--- config.mk ---
export PLATFORM = sky130hd
export DESIGN_NAME = fa_nand
export DESIGN_NICKNAME = d
export VERILOG_FILES = /design/src/rtl/fa_pkg.sv /design/src/rtl/fa_nand_cell.sv /design/src/rtl/fa_nand.sv
export SDC_FILE = /design/constraint.sdc
export NUM_CORES = 1
export LEC_CHECK = 0
export CORE_AREA = 4 4 41 43
export CTS_CLUSTER_SIZE = 28
export DETAILED_ROUTE_END_ITERATION = 6
export DIE_AREA = 0 0 45 47
export GPL_TIMING_DRIVEN = 0
export PLACE_DENSITY_LB_ADDON = 0.15
export SYNTH_ARGS = -nofsm -noshare
export SYNTH_HDL_FRONTEND = slang
export SYNTH_SLANG_ARGS = --single-unit
--- constraint.sdc ---
create_clock -name clk -period 1 [get_ports clk]
set_input_delay 0.1 -clock clk [delete_from_list [all_inputs] [get_ports clk]]
set_output_delay 0.1 -clock clk [all_outputs]
set_load 0.01 [all_outputs]
--- src/rtl/fa_pkg.sv ---
// Shared constants for the NAND-only full adder family.
// Latency: none (constants only).
// Backpressure: not applicable.
package fa_pkg;

  // Operand width used when an instantiation does not override WIDTH.
  localparam int FA_WIDTH_DEFAULT = 1;

endpackage : fa_pkg

--- src/rtl/fa_nand_cell.sv ---
// One-bit full adder built from exactly nine 2-input NAND gates.
// Latency: purely combinational.
// Backpressure: none; the cell simply evaluates its inputs.
module fa_nand_cell (
  input  logic a,
  input  logic b,
  input  logic ci,
  output logic s,
  output logic co
);

  // Half-adder stage on a and b: n1 is the generate term (inverted),
  // x is a xor b.
  logic n1;
  logic n2;
  logic n3;
  logic x;

  // Second half-adder stage folds in the carry-in.
  logic n5;
  logic n6;
  logic n7;

  // Each gate is a NAND reduction of a two-bit concatenation.
  assign n1 = ~&{a, b};
  assign n2 = ~&{a, n1};
  assign n3 = ~&{b, n1};
  assign x  = ~&{n2, n3};

  assign n5 = ~&{x, ci};
  assign n6 = ~&{x, n5};
  assign n7 = ~&{ci, n5};

  // Sum is x xor ci; carry is (a and b) or (x and ci), both in NAND form.
  assign s  = ~&{n6, n7};
  assign co = ~&{n5, n1};

endmodule : fa_nand_cell

--- src/rtl/fa_nand.sv ---
// WIDTH-bit ripple-carry adder of NAND-only cells, optionally registered.
// Latency: 1 cycle with REGISTER_OUT=1, combinational with REGISTER_OUT=0.
// Backpressure: none; a new qualified input is accepted every cycle.
module fa_nand
  import fa_pkg::*;
#(
  parameter int WIDTH        = FA_WIDTH_DEFAULT,
  parameter bit REGISTER_OUT = 1'b1
) (
  input  logic             clk,
  input  logic             rst_n,
  input  logic             in_valid,
  input  logic [WIDTH-1:0] a,
  input  logic [WIDTH-1:0] b,
  input  logic             cin,
  output logic [WIDTH-1:0] sum,
  output logic             cout,
  output logic             out_valid
);

  // Carry chain: carry[0] is the external carry-in, carry[WIDTH] the carry-out.
  logic [WIDTH:0]   carry;
  logic [WIDTH-1:0] sum_comb;

  assign carry[0] = cin;

  // One NAND cell per bit, each feeding its carry to the next bit up.
  for (genvar i = 0; i < WIDTH; i++) begin : g_bit
    fa_nand_cell u_cell (
      .a  (a[i]),
      .b  (b[i]),
      .ci (carry[i]),
      .s  (sum_comb[i]),
      .co (carry[i+1])
    );
  end

  if (REGISTER_OUT) begin : g_reg
    logic [WIDTH-1:0] sum_q;
    logic             cout_q;
    logic             valid_q;

    // Result register: captures only qualified inputs, valid tracks in_valid;
    // reset clears everything immediately, dropping any in-flight result.
    always_ff @(posedge clk or negedge rst_n) begin
      if (!rst_n) begin
        sum_q   <= '0;
        cout_q  <= 1'b0;
        valid_q <= 1'b0;
      end else begin
        valid_q <= in_valid;
        if (in_valid) begin
          sum_q  <= sum_comb;
          cout_q <= carry[WIDTH];
        end
      end
    end

    assign sum       = sum_q;
    assign cout      = cout_q;
    assign out_valid = valid_q;
  end else begin : g_comb
    // Clock and reset play no part in the bypass; tie them off here so the
    // ports stay present for drop-in replacement of the registered variant.
    logic unused_clk_rst;
    assign unused_clk_rst = ~&{clk, rst_n};

    assign sum       = sum_comb;
    assign cout      = carry[WIDTH];
    assign out_valid = in_valid;
  end

endmodule : fa_nand

=== Word level (Yosys, flattened, before mapping) ===
Index checks and enable logic that the tools add are counted.

* Reductions and logical operators: 18

{| class="wikitable"
|+ Operator list
! operator !! count
|-
| $reduce_and 2->1 || 9
|-
| $logic_not 1->1 || 9
|}

* Register bits: 3
* Logic and storage cells: 21

=== Logic depth before layout (Yosys ltp) ===
Gate-level depths: netlist of the first run.

* Depth in word-level cells: 12
* Gate-level depth with buffers: 2
* Mapped depth without buffers: 2

=== Modules after synthesis ===
Synthesis of the first run repeated with hierarchy kept, for this count alone.

* Cell total of the unflattened synthesis: 6
* Area total of the unflattened synthesis: 117.6 um^2

{| class="wikitable"
|+ Modules (own cells, without submodules)
! module !! instances !! cells each !! area an instance (um^2)
|-
| fa_nand || 1 || 5 || 97.6
|-
| fa_nand_cell || 1 || 1 || 20.0
|}

=== Least setup slack after synthesis of the first run ===
No wires, ideal clock.

* Path kind: input to register
* Start point: in a
* End point: reg g_reg.sum_q (netlist: sum)
* Setup time: 0.125 ns
* Data arrival time: 0.801 ns
* Required time: 0.875 ns
* Slack: 0.074 ns
* Stages on the path: 2
* Path buffers: 0
* Cell sequence: fa_1 mux2_2

* Word-level cells in the longest chain between the ends: 12

{| class="wikitable"
|+ Ends and longest elaborated chain
! item !! RTL line !! RTL
|-
| start, declared || fa_nand.sv:13 || <nowiki>input logic [WIDTH-1:0] a,</nowiki>
|-
| $reduce_and 2->1 || fa_nand_cell.sv:25 || <nowiki>assign n1 = ~&{a, b};</nowiki>
|-
| $logic_not 1->1 || fa_nand_cell.sv:25 ||
|-
| $reduce_and 2->1, on equally long branches || fa_nand_cell.sv:27, fa_nand_cell.sv:26 ||
|-
| $logic_not 1->1, on equally long branches || fa_nand_cell.sv:27, fa_nand_cell.sv:26 ||
|-
| $reduce_and 2->1 (*) || fa_nand_cell.sv:28 || <nowiki>assign x = ~&{n2, n3};</nowiki>
|-
| $logic_not 1->1 (*) || fa_nand_cell.sv:28 ||
|-
| $reduce_and 2->1 || fa_nand_cell.sv:30 || <nowiki>assign n5 = ~&{x, ci};</nowiki>
|-
| $logic_not 1->1 || fa_nand_cell.sv:30 ||
|-
| $reduce_and 2->1, on equally long branches || fa_nand_cell.sv:32, fa_nand_cell.sv:31 ||
|-
| $logic_not 1->1, on equally long branches || fa_nand_cell.sv:32, fa_nand_cell.sv:31 ||
|-
| $reduce_and 2->1 (*) || fa_nand_cell.sv:35 || <nowiki>assign s = ~&{n6, n7};</nowiki>
|-
| $logic_not 1->1 (*) || fa_nand_cell.sv:35 ||
|-
| end signal, assigned || fa_nand.sv:53 || <nowiki>sum_q <= sum_comb;</nowiki>
|-
| end, declared || fa_nand.sv:39 || <nowiki>logic [WIDTH-1:0] sum_q;</nowiki>
|}

Every way passes the cells marked *; elsewhere a longest branch is shown, timed or not.
A chain may end at the register's enable or synchronous reset.

=== Worst setup path in the final report of the first run ===
* Start point: reg g_reg.cout_q (netlist: cout)
* End point: out cout

{| class="wikitable"
|+ RTL lines
! item !! RTL line !! RTL
|-
| start, declared || fa_nand.sv:40 || <nowiki>logic cout_q;</nowiki>
|-
| start signal, assigned || fa_nand.sv:54 || <nowiki>cout_q <= carry[WIDTH];</nowiki>
|-
| end, declared || fa_nand.sv:17 || <nowiki>output logic cout,</nowiki>
|}

No word-level cell between the ends.

==> flow_summary.yaml, run 1 <==
run_status:
  status: "finished clean"
setup_path:
  cp-end-kind: "primary output"
  cp_cell_sequence: "dlygate4sd2_1"
  slowest_delay_ps: 360
  path_delay_family: "flip-flops"
  reg2reg_setup_slack_ps: 260
  worst-path-buf-inv: 1
  crit_fanout: 2
  critPathKind: "flip-flop to primary output"
  worstPathArrival_ps: 870
  r2r-start: "sum"
  reg2regPathDepth: 1
  r2r-end: "sum"
  slowest_stage: "dfrtp_1"
  startpoint_type: "flip-flop"
  cp.required_ps: 900
synthesis:
  syn_inst: 6
  synthesis.area_um2: 118
  syn_nets: 13
  ys_seq_area_frac: 0.638
  synth_area_per_cell_um2: 19.6
  synthDistinctLibCells: 3
  synth_seq_cells: 3
  yosys_warnings: 0
drt:
  vias: 96
  drt-vias-per-instance: 2.91
  drt_iter0_drc: 0
  drc: 0
  ant_nets: 0
  finalWirelength_um: 284
  wl_per_cell_um: 8.61
  firstDrtPassIters: 1
global_routing:
  overflow: 0
  track_usage: 0.0412
  grt_pass1_wl_um: 476
  grt_max_degree: 4
  grt_antenna_before_repair: 0
  grt_pass1_vias: 115
finish:
  diodes: 0
  stdcell_count: 33
  final_util: 0.182
  nets: 26
  drive_gt1_frac: 0.278
  area_delta_synth_final_pct: 101
clock_network:
  clkLatencyLatePin_ps: 230
  cts_max_path_buffers: 2
  cts-root-buf: "clkbuf_4"
  cts_sinks: 3
  h-tree-depth: 1
  cts_tree: "done"
  path_clk_slew_ps: 40
  numCtsBuffers: 3
floorplanning:
  ios: 9
  die-area_um2: 2120
  die_h_um: 47
  initial_utilization: 0.0904
  core_um2: 1300
  rows: 13
  fp.dieW_um: 45
sta:
  layout_min_cycle_time_ps: 969
  slew_viol_final: 0
  setup_viol: 0
  fin_crit_sh: 0.969
  fmax_mhz: 1030
  skew_ps: 0
  tns_ps: 0
  hold_slack_ps: 56.4
  max-slew-margin-rel: 0.904
  rsz0062_at_grt: "false"
  tightest_slew_ps: 144
  hold_viol: 0
place:
  place_hpwl_um: 252
  dp.cells: 29
  port_buffers: 8
  gp_congestion: 0.636
hold_path:
  min_path_type: "primary input to asynchronous set/reset pin"
pwr:
  total_leakage_power_nw: 0.104
  cellPowerDensity_nw_per_um2: 1760
  peakVddDrop_mv: 0.240
job:
  cap_violations: 0
## layer usage
layer,vias up,track usage,share of wire,wire length (µm)
met1,45,0.0299,0.34,96
met3,0,0.0460,0.24,69
met2,8,0.0424,0.42,118
met5,-,0,0,0
li1,43,-,-,-
met4,0,0.0702,0,0
## flip-flops by register name (all words and copies together) (netlist names)
register / flops
out_valid: 1
cout: 1
sum: 1
## cells by family after synthesis
logic type                 after synthesis  synth area share
DFF                                      3             0.638
muxes                                    2             0.191
adders and majority gates                1             0.170
## layout by cell type (no fill, tap or decap)
cell and count:
dfrtp_1 3, clkdlybuf4s15_1 1, fa_1 1, dlygate4sd2_1 5, mux2_2 2, clkbuf_4 3, clkdlybuf4s50_1 2, clkbuf_1 1
## synthesized netlist by cell type, drive strengths merged
cell type  count  area, µm²
dfrtp          3       75.1
mux2           2       22.5
fa             1       20.0
## stage by stage
step	setup slack (ps)	instance area, µm²	total power [mW]
final	31.0	236	0.416
after global routing	0.997	236	0.439
after global placement	-424	216	0.230
after CTS	10.8	235	0.427
after floorplan	74.1	118	0.169
after detailed placement	-391	216	0.228
## timing repair
action	in CTS	in global routing
gates resized for setup	6	1
setup buffers	0	0
setup endpoints to repair	5	1
pin swaps	0	0
gates cloned	0	0
hold buffers	0	0
hold endpoints to repair	0	0
## how the worst max path moves through the flow
stage / start / endpoint / slack (ps) / cells after the start
3_5_place_dp: a / sum / -390 / 3
5_1_grt: cout / cout / 1 / 1
3_3_place_gp: a / sum / -420 / 3
6_report: cout / cout / 30 / 1
4_1_cts: sum / sum / 10 / 1
2_1_floorplan: a / sum / 70 / 2
## cell type report
class / count / area (µm²)
Timing Repair Buffer: 8 / 73.8
Clock buffer: 4 / 26.3
Sequential cell: 3 / 75.1
Fill cell: 149 / 1060
Multi-Input combinational cell: 3 / 42.5
Tap cell: 15 / 18.8
## report_power, final
group | internal, mW | switching [mW] | total, mW
registers | 0.137 | 0.00626 | 0.144
logic | 0.0420 | 0.0247 | 0.0666
clock network | 0.149 | 0.0563 | 0.205
Power figures use the tool's default switching activity.
==> inputs of run 2 (changes only) <==
- ABC_AREA: not set -> 1
- CORE_AREA: 4 4 41 43 -> 8 8 45 47
- DIE_AREA: 0 0 45 47 -> 0 0 53 55
==> flow_summary.yaml, run 2 <==
run_status:
  status: "finished clean"
finish:
  layout_common_cells: "nand2_1, clkdlybuf4s50_1, clkbuf_4, dfrtp_1, clkdlybuf4s15_1"
  drive_gt1_frac: 0.130
  final_common_cell: "nand2_1"
  diodes: 0
  nets: 31
  design_area_um2: 250
  area_delta_synth_final_pct: 106
  stdcell_count: 39
setup_path:
  critPathKind: "primary input to flip-flop"
  cp-end-kind: "flip-flop"
  reg2reg_setup_slack_ps: 420
  crit_path_start: "b"
  cp.required_ps: 1120
  crit_fanout: 1
  worstPathArrival_ps: 1110
  r2r-start: "sum"
  startpoint_type: "primary input"
floorplanning:
  core_um2: 1380
  ios: 9
  die-area_um2: 2920
  die_h_um: 55
  initial_utilization: 0.0877
  fp.dieW_um: 53
  rows: 14
job:
  cap_violations: 0
clock_network:
  cts_sinks: 3
  cts-hold-fix-buffers: 0
  clkLatencyLatePin_ps: 230
  cts-root-buf: "clkbuf_4"
  h-tree-depth: 1
  path_clk_slew_ps: 40
  cts_max_path_buffers: 2
  cts_tree: "done"
  numCtsBuffers: 3
place:
  dp.cells: 35
  gp_congestion: 0.640
  dpl_cell_area_um2: 221
  pre_cts_ws_ps: -246
  port_buffers: 8
drt:
  firstDrtPassIters: 2
  ant_nets: 0
  drc: 0
  vias: 115
  drt-vias-per-instance: 2.95
  wl_per_cell_um: 8.49
  drt_iter0_drc: 1
  finalWirelength_um: 331
sta:
  skew_ps: 0
  tightest_slew_ps: 150
  fin_crit_sh: 0.983
  rsz0062_at_grt: "true"
  layout_min_cycle_time_ps: 983
  worst_slack_ps: 16.9
  setup_viol: 0
  max-slew-margin-rel: 0.900
  hold_viol: 0
  slew_viol_final: 0
  tns_ps: 0
  fmax_mhz: 1020
synthesis:
  ys_seq_area_frac: 0.619
  syn_inst: 11
  synthesis.area_um2: 121
  yosysMostFrequentCell: "nand2_1"
  synth_seq_cells: 3
  synthDominantCellAreaShare: 0.619
  async_flop_share: 1.00
  syn_nets: 18
  synth_edf_count: 0
  synth_flop_cell: "dfrtp_1"
  synth_area_per_cell_um2: 11.0
  synth_common_cells: "nand2_1, dfrtp_1, fa_1, inv_1"
  synth.largest_area_cell: "dfrtp_1"
  synthDistinctLibCells: 4
  yosys_warnings: 0
  synthTopCellsByArea: "dfrtp_1, nand2_1, fa_1"
pwr:
  cellPowerDensity_nw_per_um2: 1690
  total_leakage_power_nw: 0.123
  peakVddDrop_mv: 0.205
global_routing:
  grt_pass1_wl_um: 572
  overflow: 0
  track_usage: 0.0328
  grt_pass1_vias: 144
  grt_max_degree: 5
  grt_antenna_before_repair: 0
hold_path:
  min_path_type: "primary input to asynchronous set/reset pin"
==> run 2: kinds of logic after synthesis <==
kind of cell               Yosys count  synth area share
DFF                                  3             0.619
buffers and inverters                1            0.0309
adders and majority gates            1             0.165
and+or+nand+nor                      6             0.186
==> run 2: report_power, final <==
part / internal (mW) / leakage, nW / switching, mW / total, mW
clock: 0.150 / 0.0150 / 0.0652 / 0.215
combinational: 0.0391 / 0.0724 / 0.0271 / 0.0662
sequential: 0.135 / 0.0360 / 0.00587 / 0.141
==> run 2: area by class of cell <==
type                       count  area, µm²
clock buffer                   4       26.3
multi-input combinational      7       42.5
timing repair buffer           8       82.6
fill                         154       1130
tap                           16       20.0
inverter                       1       3.75
sequential                     3       75.1
==> run 2: critical path: stages <==
cell	delay [ps]
clkdlybuf4s50_1	480
fa_1	420
nand2_1	70
nand2_1	50
==> run 2: final timing paths <==
kind / to / depth (start not counted)
setup / recovery: sum / 4
hold / removal: out_valid / 1
setup reg to reg: sum / 2
hold reg to reg: cout / 2
max in group asynchronous: sum / 1
min in group clk: sum / 4
==> run 2: metal layers <==
| metal | routed length [µm] | track usage |
|---|---|---|
| met5 | 0 | 0 |
| met4 | 23 | 0.0647 |
| met3 | 97 | 0.0374 |
| met2 | 95 | 0.0313 |
| met1 | 115 | 0.0229 |
==> run 2: repair_timing <==
item | in CTS | in global routing
pin swaps | 0 | 1
gates resized for setup | 4 | 3
setup endpoints to repair | 3 | 4
setup buffers | 0 | 0
==> run 2: stage by stage <==
stage	utilization	hold WS [ps]	power [mW]
after floorplan	-	-196	0.163
after global placement	0.160	295	0.217
after detailed placement	0.160	299	0.217
after CTS	0.177	47.5	0.435
after global routing	0.181	47.0	0.471
final	0.181	53.4	0.422
==> inputs of run 3 (changes only) <==
- CAP_MARGIN: not set -> 10
- MAX_ROUTING_LAYER: not set -> met4
==> flow_summary.yaml, run 3 (synthesized netlist as in run 2, its figures left out) <==
setup_path:
  r2r-start: "sum"
  r2r-end: "sum"
  reg2reg_setup_slack_ps: 420
  critPathKind: "primary input to flip-flop"
  cp.required_ps: 1120
  reg2regPathDepth: 2
  startpoint_type: "primary input"
  cp-end-kind: "flip-flop"
  crit_fanout: 1
  worstPathArrival_ps: 1110
drt:
  drt_iter0_drc: 1
  vias: 115
  finalWirelength_um: 331
  wl_per_cell_um: 8.49
  drc: 0
  ant_nets: 0
  drt-vias-per-instance: 2.95
  firstDrtPassIters: 2
finish:
  final_common_cell: "nand2_1"
  layout_common_cells: "nand2_1, clkdlybuf4s50_1, clkbuf_4, dfrtp_1, clkdlybuf4s15_1"
  design_area_um2: 250
  diodes: 0
  multiInputGateArea_um2: 42.5
  nets: 31
  fillerInstances: 154
  drive_gt1_frac: 0.130
  area_delta_synth_final_pct: 106
  ff_latch_area_um2: 75.1
global_routing:
  grt_pass1_vias: 144
  track_usage: 0.0338
  grt_max_degree: 5
  grt_antenna_before_repair: 0
  overflow: 0
  grt_pass1_wl_um: 572
sta:
  setup_viol: 0
  fmax_mhz: 1020
  layout_min_cycle_time_ps: 983
  tns_ps: 0
  slew_viol_final: 0
  hold_viol: 0
  fin_crit_sh: 0.983
  rsz0062_at_grt: "true"
  tightest_slew_ps: 150
  max-slew-margin-rel: 0.900
  skew_ps: 0
place:
  dpl_cell_area_um2: 221
  port_buffers: 8
  gp_congestion: 0.646
clock_network:
  cts-hold-fix-buffers: 0
  cts_sinks: 3
  clkLatencyLatePin_ps: 230
  cts-root-buf: "clkbuf_4"
  cts_tree: "done"
  path_clk_slew_ps: 40
  numCtsBuffers: 3
  cts_max_path_buffers: 2
  h-tree-depth: 1
pwr:
  total_leakage_power_nw: 0.123
  peakVddDrop_mv: 0.205
  cellPowerDensity_nw_per_um2: 1690
hold_path:
  min_path_type: "primary input to asynchronous set/reset pin"
floorplanning:
  fp.dieW_um: 53
  core_um2: 1380
  die-area_um2: 2920
  initial_utilization: 0.0877
  ios: 9
  rows: 14
  die_h_um: 55
job:
  cap_violations: 0
run_status:
  status: "finished clean"
==> run 3: metrics by stage <==
stage,utilization,power [mW],setup WS (ps),std cells,hold slack (ps)
6_report,0.181,0.422,16.9,39,53.4
2_1_floorplan,-,0.163,222,11,-196
3_3_place_gp,0.160,0.217,-244,35,295
4_1_cts,0.177,0.435,1.08,39,47.5
5_1_grt,0.181,0.471,-9.67,39,47.0
3_5_place_dp,0.160,0.217,-246,35,299
==> run 3: final cells by class <==
| type | count | area share |
|---|---|---|
| Multi-Input combinational cell | 7 | 0.170 |
| Inverter | 1 | 0.0150 |
| Tap cell | 16 | 0.0800 |
| Timing Repair Buffer | 8 | 0.330 |
| Sequential cell | 3 | 0.300 |
| Clock buffer | 4 | 0.105 |
==> run 3: per-layer routing <==
layer / up-vias / GRT usage / part of all wire
met5: - / - / 0
met3: 4 / 0.0294 / 0.22
met4: 0 / 0.0647 / 0.069
li1: 55 / - / -
met2: 11 / 0.0313 / 0.28
met1: 45 / 0.0275 / 0.42
==> run 3: worst max-delay path by stage <==
| stage | start | end | slack (ps) | cells after the start |
|---|---|---|---|---|
| final | b | sum | 20 | 4 |
| after global routing | b | sum | -10 | 4 |
| after CTS | cout | cout | 1 | 1 |
| after detailed placement | a | sum | -250 | 4 |
| after global placement | a | sum | -240 | 4 |
| after floorplan | a | sum | 220 | 3 |
==> run 3: worst max-delay path: stages <==
cell	delay, ps
clkdlybuf4s50_1	480
fa_1	420
nand2_1	70
nand2_1	50
==> run 3: report_power, final <==
group	switching (mW)	internal (mW)
sequential	0.00587	0.135
clock	0.0652	0.150
combinational	0.0271	0.0391
==> run 3: repair_timing <==
item | in CTS | in global routing
gates resized for setup | 4 | 3
pin swaps | 0 | 1
endpoints found under the setup margin | 3 | 4
setup buffers | 0 | 0
